==> src/rtl/poly_byte_encode12.sv <==
// Packs pairs of 12-bit coefficients, each reduced once mod Q, into a little-endian
// 3-byte stream (ByteEncode_12). One pair is loaded, then its three bytes are emitted.
module poly_byte_encode12 #(
  parameter int unsigned N = 256,
  parameter int unsigned Q = 3329
) (
  input  logic        clk,
  input  logic        rst,
  input  logic        start,
  input  logic [11:0] coeff_in,
  input  logic        coeff_valid,
  output logic        coeff_ready,
  output logic [7:0]  byte_out,
  output logic        byte_valid,
  input  logic        byte_ready,
  output logic        busy,
  output logic        done
);

  localparam int unsigned PW = (N / 2 > 1) ? $clog2(N / 2) : 1;
  localparam logic [PW-1:0] LAST_PAIR = PW'(N / 2 - 1);
  localparam logic [11:0] QV = 12'(Q);

  typedef enum logic [2:0] {
    IDLE, LOAD0, LOAD1, EMIT0, EMIT1, EMIT2, FIN
  } state_t;

  state_t        state_q, state_d;
  logic [PW-1:0] pair_cnt_q, pair_cnt_d;
  logic [11:0]   t0_q, t0_d;
  logic [11:0]   t1_q, t1_d;
  logic [11:0]   canon;

  // Single conditional subtract: inputs at or above 2Q are reduced only once.
  assign canon = (coeff_in >= QV) ? coeff_in - QV : coeff_in;

  always_ff @(posedge clk) begin
    if (rst) begin
      state_q    <= IDLE;
      pair_cnt_q <= '0;
      t0_q       <= '0;
      t1_q       <= '0;
    end else begin
      state_q    <= state_d;
      pair_cnt_q <= pair_cnt_d;
      t0_q       <= t0_d;
      t1_q       <= t1_d;
    end
  end

  always_comb begin
    state_d    = state_q;
    pair_cnt_d = pair_cnt_q;
    t0_d       = t0_q;
    t1_d       = t1_q;
    unique case (state_q)
      IDLE:  if (start) state_d = LOAD0;
      LOAD0: if (coeff_valid) begin
        t0_d    = canon;
        state_d = LOAD1;
      end
      LOAD1: if (coeff_valid) begin
        t1_d    = canon;
        state_d = EMIT0;
      end
      EMIT0: if (byte_ready) state_d = EMIT1;
      EMIT1: if (byte_ready) state_d = EMIT2;
      EMIT2: if (byte_ready) begin
        if (pair_cnt_q == LAST_PAIR) begin
          pair_cnt_d = '0;
          state_d    = FIN;
        end else begin
          pair_cnt_d = pair_cnt_q + 1'b1;
          state_d    = LOAD0;
        end
      end
      FIN:     state_d = IDLE;
      default: state_d = IDLE;
    endcase
  end

  // Outputs decode the state register only, so they cannot glitch on input changes.
  always_comb begin
    coeff_ready = (state_q == LOAD0) || (state_q == LOAD1);
    byte_valid  = (state_q == EMIT0) || (state_q == EMIT1) || (state_q == EMIT2);
    busy        = (state_q != IDLE);
    done        = (state_q == FIN);
    byte_out    = '0;
    unique case (state_q)
      EMIT0:   byte_out = t0_q[7:0];
      EMIT1:   byte_out = {t1_q[3:0], t0_q[11:8]};
      EMIT2:   byte_out = t1_q[11:4];
      default: byte_out = '0;
    endcase
  end

endmodule
==> config.mk <==
export PLATFORM = sky130hd
export DESIGN_NAME = poly_byte_encode12
export DESIGN_NICKNAME = d
export VERILOG_FILES = /design/src/rtl/poly_byte_encode12.sv
export SDC_FILE = /design/constraint.sdc
export NUM_CORES = 1
export LEC_CHECK = 0
export CORE_MARGIN = 5
export CORE_UTILIZATION = 48
export CTS_CLUSTER_SIZE = 40
export DETAILED_ROUTE_END_ITERATION = 10
export PLACE_DENSITY = 0.75
export SLEW_MARGIN = 20
export SYNTH_ARGS = -nofsm -noshare
export SYNTH_HDL_FRONTEND = slang
export SYNTH_SLANG_ARGS = --single-unit
==> constraint.sdc <==
create_clock -name clk -period 2.2 [get_ports clk]
set_input_delay 0.55 -clock clk [delete_from_list [all_inputs] [get_ports clk]]
set_output_delay 0.55 -clock clk [all_outputs]
set_load 0.02 [all_outputs]
==> run metrics <==
synthesized netlist cell count 238; CTS Hold Bufs 0; diode count 0; # setup viols final 0; Critical-path top delay cell or4b_4; worst clock skew 0.00398 ns; Initial Util 48.9%; CP Data Required Time 2.39 ns; number of synthesis warnings 0; final hold slack 0.480 ns; Vias/cell 5.77; IO Port Bufs 28; Mapped Area 1940 sq um; clk sink count 34; GPL Wtd Cong 0.907; Die Area 5420 sq um; CTS Buf Count 5; CTS root buf clkbuf_8; slew margin rel. 67.1%; die width 73.6 um; core footprint 3970 sq um; largest net degree at the start of global routing 37; CTS tree done; CP max FO 3; Worst VDD drop 0.000281 V; DRT Pass-1 Iters 4; Synth top cells by count dfxtp_1 (34), nor2_1 (30), nand2_1 (20); post-synthesis register bit count 34; Clock power frac 29.1%; P_sw 0.480 mW; synthesized area per cell 8.16 sq um; setup_tns 0 ns; die height 73.6 um; DPL Wire Length 3900 um; final hold viol count 0; Post-Route Utilization 70.5%; clock buffer depth 2; share of layout cells above drive strength 1 31.2%; CP endpoint kind flop; Worst Tran Pin Value 0.488 ns; initial antenna violation count 0; Yosys top cell by area dfxtp_1; Detail Route Antenna Nets 0; outcome completed; IO Count 29; Post-Layout Cell Count 361; Hold Crit Class flop to flop; Tcrit/Tclk final 98.0%; Net Sw Frac 29.7%; Yosys top cell area share 35.0%; Area Growth Syn to Fin 44.2%; max-slew violations 0; Post-synth top flop dfxtp_1; Post-Route WL 5370 um; Reg clk slew, reported paths 0.07 ns; worst skew pair latency 0.28 ns; Std-Cell Rows 23; Seq pwr share 42.7%; sequential cell area fraction in the yosys report 35.0%; post-synth net total 258; maxcap violations 0; PwrDens 576 nW/um^2; DRC Markers 0; CP arrival 2.35 ns; first-pass GRT wire length 9010 um; Max Freq 464 MHz; H-tree levels 2; placed cell count 351; vias in the first global route 1929; Synth async-reset ratio 0%; grt ovf 0; top cells by area, synth dfxtp_1 (35%), a311oi_1 (7.2%), nor2_1 (5.8%), nand2_1 (3.9%), a22oi_1 (3.5%); Critical Path Start Type primary input; most numerous cell in the Yosys netlist dfxtp_1; final worst path period need 2.16 ns; Largest stage delay, worst path 0.57 ns; P_leak 1.11 nW; Comb pwr share 28.2%; DR vias 2083; Netlist cell types 46; gr usage total 21.1%; internal power 1.14 mW; starting DRC count in detailed routing 149; fill cell count 304; Post-synth EDFFs 0; DR WL/cell 14.9 um; most used cell, CP or3_4; crit-path cells dlygate4sd2_1 -> or4b_4 -> or3_4 -> or3_4 -> a311oi_2; nets 330; Crit Path Category primary input to flop
critical path: cells and delay by family:
| kind | cells | cell delay, ns |
|---|---|---|
| buf+inv | 1 | 0.24 |
| compound gates | 1 | 0.28 |
| simple gates | 3 | 1.27 |
layout make-up:
class                   count  area, sq um  share of cell area, %
clock buffers               7         86.3                   3.08
clock inverters             1         5.00                  0.179
inverters                  12         50.0                   1.79
multi-input cells         176         1240                   44.2
flip-flops and latches     34          683                   24.4
well taps                  50         62.6                   2.23
repair buffers             81          677                   24.2
routing by layer:
metal | track usage, % | up-vias | share of wire (%)
li1 | - | 1043 | -
met1 | 27.8 | 944 | 45
met2 | 33.5 | 86 | 46
met3 | 4.51 | 10 | 6.6
met4 | 8.45 | 0 | 1.6
met5 | 0 | - | 0
timing repair:
action | 4_1_cts | 5_1_grt
setup buffers | 1 | 1
setup endpoints to repair | 32 | 24
pin swaps | 6 | 7
gates resized for setup | 57 | 20
cloned | 0 | 0
power by group through the flow:
stage               logic (mW)  registers (mW)  clock network, mW
floorplan                0.226           0.691                  0
global placement         0.443           0.699                  0
detailed placement       0.449           0.700                  0
CTS                      0.445           0.687              0.473
global route             0.495           0.695              0.515
finish                   0.455           0.690              0.470
final timing paths:
path / start / endpoint / slack [ns] / depth (start not counted)
hold reg to reg: t0_q[11] / t0_q[11] / 0.48 / 2
setup / recovery: coeff_in[4] / t0_q[6] / 0.04 / 5
setup reg to reg: state_q[0] / pair_cnt_q[3] / 0.65 / 5
hold / removal: t0_q[11] / t0_q[11] / 0.48 / 2
flip-flops by register name (all words and copies together) (netlist names):
| signal | count |
|---|---|
| pair_cnt_q | 7 |
| t1_q | 12 |
| t0_q | 12 |
| state_q | 3 |
logic make-up after synthesis:
group / count (synthesis) / synth area share (%)
DFF: 34 / 35.0
buffers and inverters: 28 / 5.86
and+or+nand+nor: 92 / 24.0
muxes: 4 / 2.06
adders and majority gates: 3 / 1.93
AOI/OAI and AO/OA: 71 / 28.4
xor gates and xnor gates: 6 / 2.70
metrics by stage:
stage | power (mW) | cell area (sq um) | worst slack (ns)
floorplan | 0.917 | 1960 | 0.0142
global placement | 1.14 | 2670 | -0.538
detailed placement | 1.15 | 2670 | -0.627
CTS | 1.61 | 2790 | 0.000302
global route | 1.70 | 2800 | -0.0501
finish | 1.61 | 2800 | 0.0442
placed cells by master (no fill, tap or decap), drive strengths merged, types with 9 or more instances in the layout:
cell / instances
a22oi: 9
o21ai: 16
inv: 12
nand2: 20
buf: 62
dfxtp: 34
nor2: 30
or3: 9
a311oi: 18
(Power assumes the default switching activity.)
